==> src/rtl/adf4360_cfg_seq.sv <==
// ADF4360 configuration sequencer: validates host PLL settings, packs the R/control/N
// latch words and handshakes them into the serial programmer with timeout and one pending slot.
module adf4360_cfg_seq #(
    parameter int unsigned TIMEOUT_W = 16,
    parameter int unsigned B_MIN     = 3
) (
    input  logic        clk_i,
    input  logic        rst_n_i,
    input  logic        req_i,
    input  logic [13:0] r_cnt_i,
    input  logic [4:0]  a_cnt_i,
    input  logic [12:0] b_cnt_i,
    input  logic [7:0]  r_cfg_i,
    input  logic [2:0]  n_cfg_i,
    input  logic [21:0] c_cfg_i,
    input  logic        prog_ready_i,
    output logic [23:0] R_o,
    output logic [23:0] C_o,
    output logic [23:0] N_o,
    output logic        trig_o,
    output logic        busy_o,
    output logic        done_o,
    output logic        err_o,
    output logic [1:0]  err_code_o,
    output logic        ovf_o
);

    typedef enum logic [1:0] {S_IDLE, S_CHECK, S_TRIG, S_WAIT_DONE} state_t;

    typedef struct packed {
        logic [7:0]  r_cfg;
        logic [2:0]  n_cfg;
        logic [21:0] c_cfg;
        logic [13:0] r_cnt;
        logic [4:0]  a_cnt;
        logic [12:0] b_cnt;
    } fields_t;

    state_t               state_q, state_n;
    logic [TIMEOUT_W-1:0] tmo_q;
    logic                 tmo_exp;
    fields_t              req_f, sh_q, src_f;
    logic                 sh_vld_q;
    logic                 load;
    logic                 trig_n, done_n, err_n;
    logic [1:0]           err_code_n;
    logic                 legal;
    logic [13:0]          cur_r;
    logic [12:0]          cur_b;
    logic [4:0]           cur_a;

    assign req_f   = {r_cfg_i, n_cfg_i, c_cfg_i, r_cnt_i, a_cnt_i, b_cnt_i};
    assign src_f   = sh_vld_q ? sh_q : req_f;
    assign tmo_exp = &tmo_q;
    assign busy_o  = (state_q != S_IDLE);

    // Validation reads the counters back out of the packed words, which hold them until IDLE.
    assign cur_r = R_o[15:2];
    assign cur_b = N_o[20:8];
    assign cur_a = N_o[6:2];
    assign legal = (cur_r != '0) && (32'(cur_b) >= B_MIN) && (cur_b >= {8'd0, cur_a});

    always_comb begin
        state_n    = state_q;
        load       = 1'b0;
        trig_n     = 1'b0;
        done_n     = 1'b0;
        err_n      = 1'b0;
        err_code_n = err_code_o;
        unique case (state_q)
            S_IDLE: begin
                if (sh_vld_q || req_i) begin
                    load       = 1'b1;
                    err_code_n = 2'd0;
                    state_n    = S_CHECK;
                end
            end
            S_CHECK: begin
                if (!legal) begin
                    err_n      = 1'b1;
                    err_code_n = 2'd1;
                    state_n    = S_IDLE;
                end else if (prog_ready_i) begin
                    state_n = S_TRIG;
                end else if (tmo_exp) begin
                    err_n      = 1'b1;
                    err_code_n = 2'd2;
                    state_n    = S_IDLE;
                end
            end
            S_TRIG: begin
                if (!prog_ready_i) begin
                    state_n = S_WAIT_DONE;
                end else if (tmo_exp) begin
                    err_n      = 1'b1;
                    err_code_n = 2'd2;
                    state_n    = S_IDLE;
                end else begin
                    trig_n = 1'b1;
                end
            end
            S_WAIT_DONE: begin
                if (prog_ready_i) begin
                    done_n  = 1'b1;
                    state_n = S_IDLE;
                end else if (tmo_exp) begin
                    err_n      = 1'b1;
                    err_code_n = 2'd3;
                    state_n    = S_IDLE;
                end
            end
            default: state_n = S_IDLE;
        endcase
    end

    always_ff @(posedge clk_i) begin
        if (!rst_n_i) begin
            state_q    <= S_IDLE;
            tmo_q      <= '0;
            trig_o     <= 1'b0;
            done_o     <= 1'b0;
            err_o      <= 1'b0;
            err_code_o <= '0;
            ovf_o      <= 1'b0;
            R_o        <= '0;
            C_o        <= '0;
            N_o        <= '0;
            sh_vld_q   <= 1'b0;
            sh_q       <= '0;
        end else begin
            state_q    <= state_n;
            trig_o     <= trig_n;
            done_o     <= done_n;
            err_o      <= err_n;
            err_code_o <= err_code_n;

            if (state_n != state_q) begin
                tmo_q <= '0;
            end else if (state_q != S_IDLE) begin
                tmo_q <= tmo_q + 1'b1;
            end

            if (load) begin
                R_o <= {src_f.r_cfg, src_f.r_cnt, 2'b01};
                N_o <= {1'b0, src_f.n_cfg[2], src_f.n_cfg[1], src_f.b_cnt,
                        src_f.n_cfg[0], src_f.a_cnt, 2'b10};
                C_o <= {src_f.c_cfg, 2'b00};
            end

            // In IDLE a valid shadow is consumed; a coincident request refills the freed slot.
            if (state_q == S_IDLE) begin
                if (sh_vld_q) begin
                    sh_vld_q <= req_i;
                    if (req_i) begin
                        sh_q <= req_f;
                    end
                end
            end else if (req_i) begin
                if (sh_vld_q) begin
                    ovf_o <= 1'b1;
                end else begin
                    sh_vld_q <= 1'b1;
                    sh_q     <= req_f;
                end
            end
        end
    end

endmodule

==> config.mk <==
export PLATFORM = sky130hd
export DESIGN_NAME = adf4360_cfg_seq
export DESIGN_NICKNAME = d
export VERILOG_FILES = /design/src/rtl/adf4360_cfg_seq.sv
export SDC_FILE = /design/constraint.sdc
export NUM_CORES = 1
export LEC_CHECK = 0
export BUFFER_PORTS_ARGS = -buffer_cell sky130_fd_sc_hd__buf_2
export CAP_MARGIN = 15
export CORE_MARGIN = 4
export CORE_UTILIZATION = 35
export CTS_BUF_LIST = sky130_fd_sc_hd__clkbuf_8
export DETAILED_ROUTE_END_ITERATION = 6
export PLACE_DENSITY = 0.66
export SLEW_MARGIN = 5
export SYNTH_ARGS = -nofsm -noshare
export SYNTH_HDL_FRONTEND = slang
export SYNTH_SLANG_ARGS = --single-unit
==> constraint.sdc <==
create_clock -name clk_i -period 3.03 [get_ports clk_i]
set_clock_uncertainty 0.15 [all_clocks]
set_input_delay 0.606 -clock clk_i [delete_from_list [all_inputs] [get_ports clk_i]]
set_output_delay 0.606 -clock clk_i [all_outputs]
set_load 0.03 [all_outputs]
Word-level counts from Yosys, hierarchy flattened --
Cells that the tools add are included.
Word-level totals: bits of input ports 69, output and inout port bits 79, flip-flop bits (word level) 157
Operators by class: reductions and logical operators 14, bitwise gates (word level) 2, muxes and demuxes 32, equal/unequal tests 11, magnitude comparators 2, add/sub/neg operators 1
Operator list (count):
- $mux 65 | 5
- $mux 2 | 13
- $add 16x1->16 const B | 1
- $pmux 2 s4 | 2
- $reduce_and 16->1 | 1
- $reduce_bool 14->1 | 1
- $ge 13x2->1 const B | 1
- $ge 13x5->1 | 1
- $ne 2x2->1 const B | 6
- $mux 1 | 11
- $reduce_and 3->1 | 3
- $reduce_and 5->1 | 1
- $eq 2x2->1 const B | 2
- $reduce_bool 2->1 | 2
- $ne 3x3->1 const B | 1
- $pmux 1 s3 | 1
- $eq 2x1->1 const B | 1
- $logic_and 1x1->1 | 2
- $logic_not 2->1 | 1
- $ne 2x2->1 | 1
- $not 1->1 | 2
- $reduce_and 2->1 | 1
- $reduce_or 2->1 | 1
- $logic_or 1x1->1 | 1

Longest topological paths before layout --
word-level depth 7, mapped depth 8, depth with buffers taken out 7

Worst setup path before layout --
Ideal clock, no wire load.
path type register to register, from reg N_o[8], to reg tmo_q[10], setup time 0.116 ns, required time 2.764 ns, path slack 0.837 ns, stages on the path, launching flop included 9, data arrival time 1.927 ns, buffers on the path 1, cell sequence dfxtp_1 -> inv_1 -> ha_1 -> nand2b_1 -> a211oi_1 -> o2111ai_1 -> a21oi_4 -> buf_6 -> nor3_1
On the way: longest elaborated chain between the ends 7
Ends and longest elaborated chain:
- start: declaration | line 19 | output logic [23:0] N_o,
- start signal: assignment | line 145 | N_o <= {1'b0, src_f.n_cfg[2], src_f.n_cfg[1], src_f.b_cnt,
- $ge 13x2->1 | line 61 | assign legal = (cur_r != '0) && (32'(cur_b) >= B_MIN) && (cur_b >= {8'd0, cur_a});
- $logic_and 1x1->1 | line 61
- $logic_and 1x1->1 (*) | line 61
- $mux 2 (*) | line 79 | if (!legal) begin
- $pmux 2 s4 (*) | line 70 | unique case (state_q)
- $ne 2x2->1 (*) | line 137 | if (state_n != state_q) begin
- $reduce_or 2->1 (no line) (*)
- end signal: assignment | line 140 | tmo_q <= tmo_q + 1'b1;
- end: declaration | line 40 | logic [TIMEOUT_W-1:0] tmo_q;
Mark *: on every way between the ends. The rest lies on a longest branch, timed or not. A chain may end at the register's enable or synchronous reset.

Worst setup path after layout --
from reg state_q[1], to out busy_o
On the way: longest elaborated chain between the ends 1
Ends and longest elaborated chain:
- start: declaration | line 39 | state_t state_q, state_n;
- start signal: assignment | line 131 | state_q <= state_n;
- $reduce_bool 2->1 | line 55 | assign busy_o = (state_q != S_IDLE);
- end: declaration | line 21 | output logic busy_o,
No other way between the ends.

==> run summary <==
The flow ran to the end, and the final reports show no timing, DRC or antenna violations. In the final design database the tool counted 932 nets. The endpoint identified for the worst register-to-register timing path is tmo_q[1]$_SDFFE_PP0N_. Once the clock tree was built, the setup fixing pass inserted 0 buffers.

Headroom to the max-slew limit came out at 54.23%. The part of the power in the clock network is 24.8%. The area growth from synthesis to layout is 18.15%. In the post-synthesis netlist, the cell with the most instances is sky130_fd_sc_hd__dfxtp_1.

For this run, asynchronously set or reset flops after synthesis account for 0%. Setup repair after global routing left no endpoint under its margin. The deepest clock path buffer count is 2. The critical path is of the reg -> out type. The final worst-path cycle share came out at 74.52%. TritonCTS built the clock tree. In the routed layout, each cell is associated on average with a via count of 4.933. The sum of negative setup slack came out at 0 ns. The detail route stage leaves a number of antenna-violating nets equal to 0. The proportion of netlist area held by the largest area contributor is 47.80%. The number of synthesized register bits is 156. After layout, the worst setup slack is 0.7721 ns.

The share of the yosys chip area belonging to registers is 47.80%. The worst hold path begins at c_cfg_i[15]. The number of placed instances with taps included is 1,067. The cell type with the highest aggregate area in the netlist is sky130_fd_sc_hd__dfxtp_1.

The largest net degree at the start of global routing is 102. Measured along the y axis, the die boundary spans 144.6 µm. The number of remaining DRC errors is 0. The total global-route track usage is 15.81%.

The overall via count from detail_route is 5,426. The start point of the critical path is state_q[1]$_SDFF_PN0_. The required time of the critical path is 2.27 ns. The number of buffers and inverters on the critical path came out at 2. Once the floorplan was initialized, standard cells occupied 36.00% of the core. The startpoint of the worst-slack reg-to-reg timing path is N_o[8]$_SDFFE_PN0P_. The core box area came out at 18,150 µm². The peak fanout along the critical path came out at 8. Dividing the synthesized area by the synthesized cell count gives 8.794 µm². The largest single stage delay on the critical path is 0.53 ns. The actual transition at the worst max-transition pin came out at 0.6865 ns. The maximum resistive drop on vdd came out at 374.3 µV. The worst slack at placement came out at 0.7877 ns. Routability-driven placement finished with a final weighted congestion of 0.7925. The worst setup slack for register-to-register paths is 0.80 ns. The unique cell type count in the Yosys netlist is 51. The worst setup path is launched from a register. The half-perimeter wire length of the detailed placement result came out at 10,960 µm. For this run, the number of Yosys warnings is 0. The clock net in this run drives a total of 156 sinks. The number of synthesized flops with an enable pin is 0. The sequential share of power came out at 44.1%. The count of non-filler cells in the finished layout came out at 1,100. For the worst-skew pair, the clock arrives at the later sink with an insertion delay of 0.46 ns. The clock-pin slew on the worst setup and hold paths came out at 0.09 ns. The floorplan step set the die width to 144.6 µm. Traced cell by cell, the critical path runs through nor2_4, inv_2, buf_2. Overall power consumption after layout is estimated at 5.806 mW. Cell internal power was estimated by the tool at 3.599 mW. The type of the worst min-delay path is in -> reg. The hold buffer count at CTS came out at 0. Summed over all nets, the switching power comes to 2.208 mW.

The cell sitting at the root of the clock tree is a sky130_fd_sc_hd__clkbuf_8. The global-route congestion overflow total came out at 0. The wire length of the first global-routing pass came out at 26,180 µm. The mapped netlist covers 6534 µm². The final layout contains routed wiring with a total length of 16,500 µm. The post-synthesis cell count came out at 743. The initial antenna violation count is 0. The final critical path time including I/O delays and setup came out at 2.258 ns.

At the worst endpoint, the arrival time is 1.50 ns. Setup violations remaining at the end of the flow were counted as 0. Following the worst setup path forward leads to its endpoint at busy_o.

The final hold violation count came to 0. After synthesis, the cell types taking the most area are sky130_fd_sc_hd__dfxtp_1 (48%), sky130_fd_sc_hd__mux2i_1 (10%), sky130_fd_sc_hd__nand2_1 (8.0%). The power share of the combinational group came out at 31.1%.

Input and output buffers added on the ports amount to 142. For the worst flop-to-flop path, the logic depth is 7. The maximum clock frequency is 442.9 MHz.

The worst setup path is captured at an output port. The overall die area is 20,920 µm². The filler cells instantiated in the layout total 1,863.

After synthesis, the most frequently instantiated cells are sky130_fd_sc_hd__dfxtp_1 (156), sky130_fd_sc_hd__nand2_1 (140), sky130_fd_sc_hd__nor2_1 (79). The max-slew violation total from the final report is 0. The clock tree synthesis step divided the H-tree into 4 levels. The number of rows created at floorplan came out at 49. The power density relative to cell area came out at 752.1 nW/µm². In this run switching power makes up 38.02% of total power. The worst-path cell with the longest stage delay is sky130_fd_sc_hd__dfxtp_1.

The number of iterations in the first detailed-routing pass came out at 4. The via count of the first global-routing pass came to 5,195. The number of stages on the worst setup path came out at 3. The violation count after the first detailed-route iteration is 230. Across the run, the number of max-cap violations was 0. Among cell families on the critical path, the largest total delay comes from flip-flops.

In this run, CTS created clock tree buffers numbering 17. Gates resized during post-CTS repair numbered 0. The most used flip-flop cell after synthesis is sky130_fd_sc_hd__dfxtp_1. After detailed routing, the average wire length per cell comes to 15.00 µm. The ratio of cells with drive above 1 in the final layout is 22.41%.

The static leakage is 3.010 nW. In this run the count of I/O pins placed on the die edge is 148.
registers in the layout, summed over array words and instances (netlist names):
name and cells:
done_o 1, R_o 22, trig_o 1, err_o 1, sh_vld_q 1, tmo_q 16
N_o 22, sh_q 65, ovf_o 1, C_o 22, state_q 2, err_code_o 2
worst min-delay path by stage:
stage	end	slack, ns	depth (start not counted)
after floorplan	sh_q[0]$_SDFFE_PN0P_	0.29	2
after global placement	sh_q[39]$_SDFFE_PN0P_	0.29	2
after detailed placement	sh_q[52]$_SDFFE_PN0P_	0.30	2
after CTS	sh_q[3]$_SDFFE_PN0P_	0.20	3
after global routing	sh_q[26]$_SDFFE_PN0P_	0.21	3
final	sh_q[47]$_SDFFE_PN0P_	0.24	3
logic make-up after synthesis:
family                     after synthesis  share of synthesized area, %
adders and majority gates                7                         1.302
other                                    1                       0.05739
buffers and inverters                   72                         5.515
AOI/OAI and AO/OA                      156                         15.70
and+or+nand+nor                        269                         17.37
xor gates and xnor gates                16                         2.145
muxes                                   66                         10.11
DFF                                    156                         47.80
metal layers:
layer,vias up,routed length (µm),GRT usage (%)
met3,22,957,4.960
met5,-,0,0
met4,0,308,5.940
met1,2491,7380,19.98
li1,2799,-,-
met2,114,7851,25.34
stage by stage:
stage	hold WS [ns]	instance area [µm²]	util, %
2_1_floorplan	0.2860	6549	-
5_1_grt	0.2104	7717	42.53
4_1_cts	0.1983	7717	42.53
3_3_place_gp	0.2910	7362	40.57
6_report	0.2381	7720	42.54
3_5_place_dp	0.2961	7362	40.57
worst register-to-register path, cell delays in order (launching register included):
cell and delay [ns]:
sky130_fd_sc_hd__dfxtp_1 0.37, sky130_fd_sc_hd__inv_1 0.06, sky130_fd_sc_hd__ha_1 0.25, sky130_fd_sc_hd__nand2b_1 0.14, sky130_fd_sc_hd__a211oi_1 0.25, sky130_fd_sc_hd__o2111ai_1 0.28
sky130_fd_sc_hd__a21oi_4 0.48, sky130_fd_sc_hd__nor3_1 0.10
layout by cell type (no fill, tap or decap), types with 4 or more instances in the layout:
| cell type | synthesis | final |
|---|---|---|
| sky130_fd_sc_hd__xor2_1 | 7 | 7 |
| sky130_fd_sc_hd__nor4_1 | 6 | 6 |
| sky130_fd_sc_hd__ha_1 | 6 | 6 |
| sky130_fd_sc_hd__nand3_1 | 5 | 5 |
| sky130_fd_sc_hd__inv_1 | 10 | 12 |
| sky130_fd_sc_hd__buf_4 | 7 | 6 |
| sky130_fd_sc_hd__dfxtp_1 | 156 | 155 |
| sky130_fd_sc_hd__clkinv_2 | 0 | 4 |
| sky130_fd_sc_hd__mux2i_1 | 66 | 66 |
| sky130_fd_sc_hd__nor2_1 | 79 | 79 |
| sky130_fd_sc_hd__nand2_1 | 140 | 139 |
| sky130_fd_sc_hd__xnor2_1 | 9 | 9 |
| sky130_fd_sc_hd__buf_12 | 0 | 4 |
| sky130_fd_sc_hd__nor3_1 | 17 | 17 |
| sky130_fd_sc_hd__nand4_1 | 6 | 6 |
| sky130_fd_sc_hd__clkbuf_8 | 2 | 18 |
| sky130_fd_sc_hd__conb_1 | 1 | 5 |
| sky130_fd_sc_hd__clkinvlp_4 | 0 | 5 |
| sky130_fd_sc_hd__a21oi_1 | 69 | 69 |
| sky130_fd_sc_hd__buf_2 | 29 | 142 |
| sky130_fd_sc_hd__a211oi_1 | 66 | 66 |
power groups by stage:
| stage | registers, mW | logic (mW) | clock network, mW |
|---|---|---|---|
| after detailed placement | 2.61 | 1.83 | 0 |
| after CTS | 2.56 | 1.84 | 1.50 |
| final | 2.56 | 1.81 | 1.44 |
| after floorplan | 2.91 | 1.01 | 0 |
| after global routing | 2.61 | 1.99 | 1.57 |
| after global placement | 2.60 | 1.81 | 0 |
layout make-up:
cell class	instances	area, µm²	area share [%]
sequential	156	3127	40.50
timing repair buffer	152	835.8	10.83
clock inverter	14	107.6	1.394
multi-input combinational	519	3069	39.76
tap	229	286.5	3.712
clock buffer	18	247.7	3.209
antenna	1	2.502	0.03241
inverter	11	43.79	0.5673
No activity file was read; power rests on OpenSTA's default activity.
